===== config.mk =====
export PLATFORM = sky130hd
export DESIGN_NAME = weight_shadow_loader
export DESIGN_NICKNAME = d
export VERILOG_FILES = /design/src/rtl/tpu_pkg.sv /design/src/rtl/weight_shadow_loader.sv
export SDC_FILE = /design/constraint.sdc
export NUM_CORES = 2
export LEC_CHECK = 0
export CORE_AREA = 2 2 665 667
export CTS_CLUSTER_DIAMETER = 150
export DETAILED_ROUTE_END_ITERATION = 16
export DIE_AREA = 0 0 667 669
export HOLD_SLACK_MARGIN = 0.15
export SETUP_SLACK_MARGIN = 0.1
export SLEW_MARGIN = 20
export SYNTH_ARGS = -nofsm -noshare
export SYNTH_HDL_FRONTEND = slang
export SYNTH_SLANG_ARGS = --single-unit

===== constraint.sdc =====
create_clock -name clk -period 3.5 [get_ports clk]
set_input_delay 1.05 -clock clk [delete_from_list [all_inputs] [get_ports clk]]
set_output_delay 1.05 -clock clk [all_outputs]
set_load 0.02 [all_outputs]

===== src/rtl/tpu_pkg.sv =====
`default_nettype none
// ============================================================================
//  Module      : tpu_pkg
//  Description : Shared TPU types: byte lanes, weight rows, loader FSM states.
//  Revision    : 1.0  initial release
// ============================================================================
package tpu_pkg;

    typedef logic [7:0] byte_type;

    localparam int TPU_MATRIX_WIDTH = 14;

    typedef byte_type [TPU_MATRIX_WIDTH-1:0] weight_row_type;

    typedef enum logic [1:0] {
        LOADER_EMPTY   = 2'd0,
        LOADER_FILLING = 2'd1,
        LOADER_FULL    = 2'd2
    } loader_state_e;

endpackage
`default_nettype wire


===== src/rtl/weight_shadow_loader.sv =====
`default_nettype none
// ============================================================================
//  Module      : weight_shadow_loader
//  Description : Double-buffered weight store; rows fill a shadow set that is
//                swapped into the active set feeding the MAC array.
//  Revision    : 1.0  initial release
// ============================================================================
module weight_shadow_loader
    import tpu_pkg::*;
#(
    parameter int MATRIX_WIDTH = 14
) (
    input  logic                                        clk,
    input  logic                                        rst_n,
    input  logic                                        enable,
    input  logic                                        load_weight,
    input  byte_type                                    weight_addr,
    input  logic                                        is_weight_signed,
    input  byte_type [MATRIX_WIDTH-1:0]                 weight_data,
    input  logic                                        activate,
    output byte_type [MATRIX_WIDTH-1:0][MATRIX_WIDTH-1:0] active_weights,
    output logic                                        active_signed,
    output logic                                        shadow_full,
    output logic                                        swap_done,
    output logic                                        swap_reject,
    output logic                                        load_error
);

    typedef byte_type [MATRIX_WIDTH-1:0] row_t;

    loader_state_e              r_state;
    loader_state_e              w_state_next;
    logic [MATRIX_WIDTH-1:0]    r_valid;
    logic [MATRIX_WIDTH-1:0]    w_valid_next;
    row_t [MATRIX_WIDTH-1:0]    r_shadow;
    row_t [MATRIX_WIDTH-1:0]    w_shadow_next;
    logic                       r_shadow_signed;
    logic                       w_shadow_signed_next;
    row_t [MATRIX_WIDTH-1:0]    r_active;
    logic                       r_active_signed;
    logic                       r_swap_done;
    logic                       r_swap_reject;
    logic                       r_load_error;

    logic                       w_addr_ok;
    logic                       w_addr_bad;
    logic                       w_swap;
    logic                       w_reject;
    logic                       w_sign_err;

    always_ff @(posedge clk or negedge rst_n) begin
        if (!rst_n) begin
            r_state <= LOADER_EMPTY;
        end else if (enable) begin
            r_state <= w_state_next;
        end
    end

    // The swap clears the mask before the same-edge write lands, so a row
    // arriving with activate starts the next set and sets its signedness.
    always_comb begin
        w_addr_ok            = load_weight && (int'(weight_addr) < MATRIX_WIDTH);
        w_addr_bad           = load_weight && !w_addr_ok;
        w_swap               = activate && (r_state == LOADER_FULL);
        w_reject             = activate && (r_state != LOADER_FULL);
        w_valid_next         = w_swap ? '0 : r_valid;
        w_shadow_next        = r_shadow;
        w_shadow_signed_next = r_shadow_signed;
        w_sign_err           = 1'b0;
        w_state_next         = r_state;

        if (w_addr_ok) begin
            if (w_valid_next == '0) begin
                w_shadow_signed_next = is_weight_signed;
            end else if (is_weight_signed != r_shadow_signed) begin
                w_sign_err = 1'b1;
            end
            for (int i = 0; i < MATRIX_WIDTH; i++) begin
                if (weight_addr == byte_type'(i)) begin
                    w_shadow_next[i] = weight_data;
                    w_valid_next[i]  = 1'b1;
                end
            end
        end

        if (w_valid_next == '0) begin
            w_state_next = LOADER_EMPTY;
        end else if (&w_valid_next) begin
            w_state_next = LOADER_FULL;
        end else begin
            w_state_next = LOADER_FILLING;
        end
    end

    // Pulses update only on enabled edges, so a stall holds them unchanged.
    always_ff @(posedge clk or negedge rst_n) begin
        if (!rst_n) begin
            r_valid         <= '0;
            r_shadow        <= '0;
            r_shadow_signed <= 1'b0;
            r_active        <= '0;
            r_active_signed <= 1'b0;
            r_swap_done     <= 1'b0;
            r_swap_reject   <= 1'b0;
            r_load_error    <= 1'b0;
        end else if (enable) begin
            r_valid         <= w_valid_next;
            r_shadow        <= w_shadow_next;
            r_shadow_signed <= w_shadow_signed_next;
            if (w_swap) begin
                r_active        <= r_shadow;
                r_active_signed <= r_shadow_signed;
            end
            r_swap_done     <= w_swap;
            r_swap_reject   <= w_reject;
            r_load_error    <= w_addr_bad | w_sign_err;
        end
    end

    assign active_weights = r_active;
    assign active_signed  = r_active_signed;
    assign shadow_full    = (r_state == LOADER_FULL);
    assign swap_done      = r_swap_done;
    assign swap_reject    = r_swap_reject;
    assign load_error     = r_load_error;

endmodule
`default_nettype wire

; After elaboration in Yosys (flattened, before gate mapping)
; Index checks and enable logic that the tools add are counted.
[totals]
reg_bits = 3157
inputBits = 126
out_inout_bits = 1573
elab_cells = 463
[classes]
n_lt_le_gt_ge = 1
n_eq_ne = 16
mux = 21
bitwise_logic = 1
n_reduce_logical = 25
[op_table]
columns = op, n
row1 = $eq A8 B4 Y1 const B, 6
row2 = $reduce_and A3 Y1, 15
row3 = $eq A8 B3 Y1 const B, 4
row4 = $logic_not A14 Y1, 2
row5 = $mux W14, 2
row6 = $mux W1, 17
row7 = $eq A8 B2 Y1 const B, 2
row8 = $reduce_and A14 Y1, 1
row9 = $eq A8 B1 Y1 const B, 1
row10 = $logic_not A8 Y1, 1
row11 = $lt A8 B4 Y1 const B, 1
row12 = $logic_and A1 B1 Y1, 4
row13 = $mux W2, 2
row14 = $eq A2 B2 Y1 const B, 1
row15 = $ne A2 B2 Y1 const B, 1
row16 = $reduce_and A2 Y1, 1
row17 = $logic_not A1 Y1, 1
row18 = $ne A1 B1 Y1, 1
row19 = $or A1 B1 Y1, 1

; Longest topological paths before layout
[depth]
depth_word = 8
depth_mapped = 8
mapped_depth_nobuf = 5

; Least setup slack after synthesis
; No wires, ideal clock.
[synth_path]
path_type = input -> register
startpoint = in weight_addr[7]
endpoint = reg r_shadow[1352] (netlist name)
setup_ns = 0.127
arrival_time_ns = 2.850
required_ns = 3.373
setup_slack_ns = 0.522
path_stages = 8
n_path_buf = 3
path_cell_list = nor4_4 -> and2_1 -> buf_2 -> nand2_2 -> nor4_4 -> buf_4 -> buf_6 -> mux2_1
[synth_via]
elab_chain_cells = 3
elab_cells_between_ends = 4
classes_between = order compare: 1 / eq/ne: 1 / reduce/logical: 2
[synth_rtl]
columns = item, line
row1 = start: declaration, weight_shadow_loader.sv:17  ; input byte_type weight_addr,
row2 = $lt A8 B4 Y1, weight_shadow_loader.sv:62  ; w_addr_ok = load_weight && (int'(weight_addr) < MATRIX_WIDTH);
row3 = $logic_and A1 B1 Y1, weight_shadow_loader.sv:62
row4 = $reduce_and A3 Y1 (no line) *, --
row5 = end signal: assignment, weight_shadow_loader.sv:108  ; r_shadow <= w_shadow_next;
row6 = end: declaration, weight_shadow_loader.sv:35  ; row_t [MATRIX_WIDTH-1:0] r_shadow;
; Every way passes the cells marked *; elsewhere a longest branch is shown, timed or not.
; A chain may end at the register's enable or synchronous reset.

; Final worst setup path
[layout_path]
startpoint = reg r_state[0]
endpoint = out shadow_full
[layout_via]
elab_chain_cells = 1
[layout_rtl]
columns = item, line
row1 = start: declaration, weight_shadow_loader.sv:31  ; loader_state_e r_state;
row2 = start signal: assignment, weight_shadow_loader.sv:55  ; r_state <= w_state_next;
row3 = $eq A2 B2 Y1, weight_shadow_loader.sv:122  ; assign shadow_full = (r_state == LOADER_FULL);
row4 = end: declaration, weight_shadow_loader.sv:23  ; output logic shadow_full,
; Every way passes these cells.

==> impl_metrics.env <==
export IMPL_outcome="finished clean"
export IMPL_clockPowerShare=0.489
export IMPL_worstHoldStart="r_shadow[386]"
export IMPL_cts_max_level=5
export IMPL_power_frac_seq=0.481
export IMPL_tritoncts="done"
export IMPL_synthFlopType="dfrtp_1"
export IMPL_rsz0062_at_grt="false"
export IMPL_ant_nets=0
export IMPL_tightest_slew_ns=1.07
export IMPL_rows=244
export IMPL_power_per_cell_area_nw_per_um2=488
export IMPL_setup_viol=0
export IMPL_place_gp_congestion=0.847
export IMPL_die_y_um=669
export IMPL_vdd_ir_drop_max_mv=0.431
export IMPL_fin_util=0.357
export IMPL_synthDistinctLibCells=37
export IMPL_grt_pass1_vias=82700
export IMPL_placedCellCount=17500
export IMPL_viasPerCell=4.58
export IMPL_p_leak_uw=0.0809
export IMPL_grt_max_degree=110
export IMPL_crit_fanout=3
export IMPL_drtIter0Drc=7108
export IMPL_combPwrFrac=0.030
export IMPL_ys_ff_latch=3157
export IMPL_yosys_warnings=0
export IMPL_layout_commonest_cell="nand2_1"
export IMPL_fin_nets=12200
export IMPL_slew_headroom=0.287
export IMPL_final_cell_mix="nand2_1 (4724), dfrtp_1 (3157), clkdlybuf4s50_1 (1643)"
export IMPL_post_cts_setup_buffers=0
export IMPL_syn_nets=10300
export IMPL_max_freq_mhz=306
export IMPL_dp_hpwl_um=319000
export IMPL_startpoint="r_state[0]"
export IMPL_track_usage=0.196
export IMPL_fin_cells=18200
export IMPL_root_buffer="clkbuf_16"
export IMPL_r2r_start="r_state[0]"
export IMPL_drt_pass1_iter_count=6
export IMPL_setup_total_negative_slack_ns=0
export IMPL_port_buffer_count=1698
export IMPL_reg2reg_slack_ns=1.49
export IMPL_final_max_slew_viol_count=0
export IMPL_totalWireLength_um=450000
export IMPL_clk_pin_slew_worst_paths_ns=0.06
export IMPL_post_place_ws_ns=-0.376
export IMPL_fin_crit_sh=0.932
export IMPL_synth_async_reset_ratio=1.00
export IMPL_area_growth_pct=33.2
export IMPL_worstSetupPathType="flip-flop to output pin"
export IMPL_wl_per_cell_um=24.7
export IMPL_cts_buffers=340
export IMPL_syn_area_per_cell_um2=11.6
export IMPL_hold_path_class="flip-flop to flip-flop"
export IMPL_setup_slack_ns=0.237
export IMPL_fin_worst_skew_ns=0.0667
export IMPL_crit_chain="nor2b_4 > clkdlybuf4s50_1"
export IMPL_clock_latency_ns=0.95
export IMPL_ioPinCount=1699
export IMPL_dpl_instance_area_um2=145000
export IMPL_core_area_um2=440000
export IMPL_clockBufferDepth=4
export IMPL_initial_core_util=0.268
export IMPL_grt_overflow=0
export IMPL_cp_data_required_time_ns=2.45
export IMPL_fin_crit_ns=3.26
export IMPL_cp_arrival_ns=2.21
export IMPL_crit_family="buffers and inverters"
export IMPL_hold_viol=0
export IMPL_crit_buf_inv=1
export IMPL_endpoint_kind="output pin"
export IMPL_swShare=0.230
export IMPL_critPathSlowestCell="clkdlybuf4s50_1"
export IMPL_cts_sinks=3157
export IMPL_drive_gt1_frac=0.213
export IMPL_drc=0
export IMPL_vias=83300
export IMPL_crit_path_start_kind="flip-flop"
export IMPL_ys_seq_area_frac=0.671
export IMPL_dieArea_um2=446000
export IMPL_drv_cap=0
export IMPL_final_area_um2=157000
export IMPL_die_w_um=667
export IMPL_max_stage_delay_ns=0.64
export IMPL_p_int_uw=59000
export IMPL_synth_area_um2=118000
export IMPL_netlist_instances=10200
export IMPL_grt_pass1_wl_um=629000
export IMPL_synth_edf_count=0
export IMPL_p_switching_uw=17600
export IMPL_antenna_found_initial=102
[worst reg2reg max path: cells and delay by family, from the launching register on]
kind	cells	cell delay, ns
simple gates	4	0.64
flops	1	0.41
buf+inv	3	0.87
[repair_timing]
item,in CTS,in global routing
hold endpoints to repair,47,0
resized for setup,2,0
setup endpoints to repair,1,0
hold buffers,1,0
[synthesized netlist by cell type (5+ instances only)]
cell type  number  share of area
a21o_1         13        0.00083
nor2b_1         5        0.00027
buf_2          71         0.0030
buf_6           7        0.00067
nand2_1      4724           0.15
buf_4          78         0.0050
dfrtp_1      3157           0.67
nor2_1         14        0.00045
clkbuf_1      469          0.015
mux2_2       1482           0.14
buf_1          11        0.00035
nand3_1         5        0.00021
nand4_1         5        0.00027
mux2_1         88         0.0084
[final cells by class]
type	instances	area, µm²
multi-input cells	6373	36100
well taps	5781	7230
flip-flops and latches	3157	79000
clock inverters	113	1550
inverters	1	3.75
repair buffers	2232	23000
diodes	32	80.1
fillers	43400	283000
clock buffers	497	10100
[flip-flops by register name, indices dropped and copies added (netlist names)]
signal           cells
active_weights    1568
r_valid             14
r_shadow          1568
swap_reject          1
swap_done            1
r_state              2
r_shadow_signed      1
active_signed        1
load_error           1
[power groups by stage]
stage | combinational [µW] | sequential (µW) | clock, µW
2_1_floorplan | 348 | 37500 | 0
3_3_place_gp | 2390 | 37500 | 0
3_5_place_dp | 2400 | 37500 | 0
4_1_cts | 2400 | 36800 | 38200
5_1_grt | 2520 | 36800 | 39700
6_report | 2330 | 36800 | 37500
[worst paths after layout]
kind / endpoint / depth (start not counted)
hold reg to reg: active_weights[386] / 2
max in group asynchronous: active_weights[1514] / 4
setup reg to reg: active_weights[1276] / 7
setup / recovery: shadow_full / 2
min in group asynchronous: r_shadow[666] / 2
hold / removal: active_weights[386] / 2
[kinds of logic after synthesis]
group | count (synthesis) | share of synthesized area
flip-flops | 3157 | 0.671
multiplexers | 1571 | 0.150
buffers and inverters | 637 | 0.0240
XOR/XNOR | 1 | 0.0000744
AO/OA/AOI/OAI | 32 | 0.00216
AND/OR/NAND/NOR | 4769 | 0.153
[stage by stage]
| stage | hold WS [ns] | power [µW] |
|---|---|---|
| 6_report | 0.408 | 76600 |
| 5_1_grt | 0.443 | 79000 |
| 4_1_cts | 0.415 | 77400 |
| 3_5_place_dp | 0.444 | 39900 |
| 3_3_place_gp | 0.440 | 39900 |
| 2_1_floorplan | 0.432 | 37800 |
[per-layer routing]
layer,GRT usage,vias to the layer above,wire [µm]
met2,0.300,3212,203000
li1,-,36200,-
met5,0,-,58
met3,0.0435,834,34500
met1,0.261,43000,188000
met4,0.0962,8,24400
Note: power is estimated with default switching activity, not from simulation.
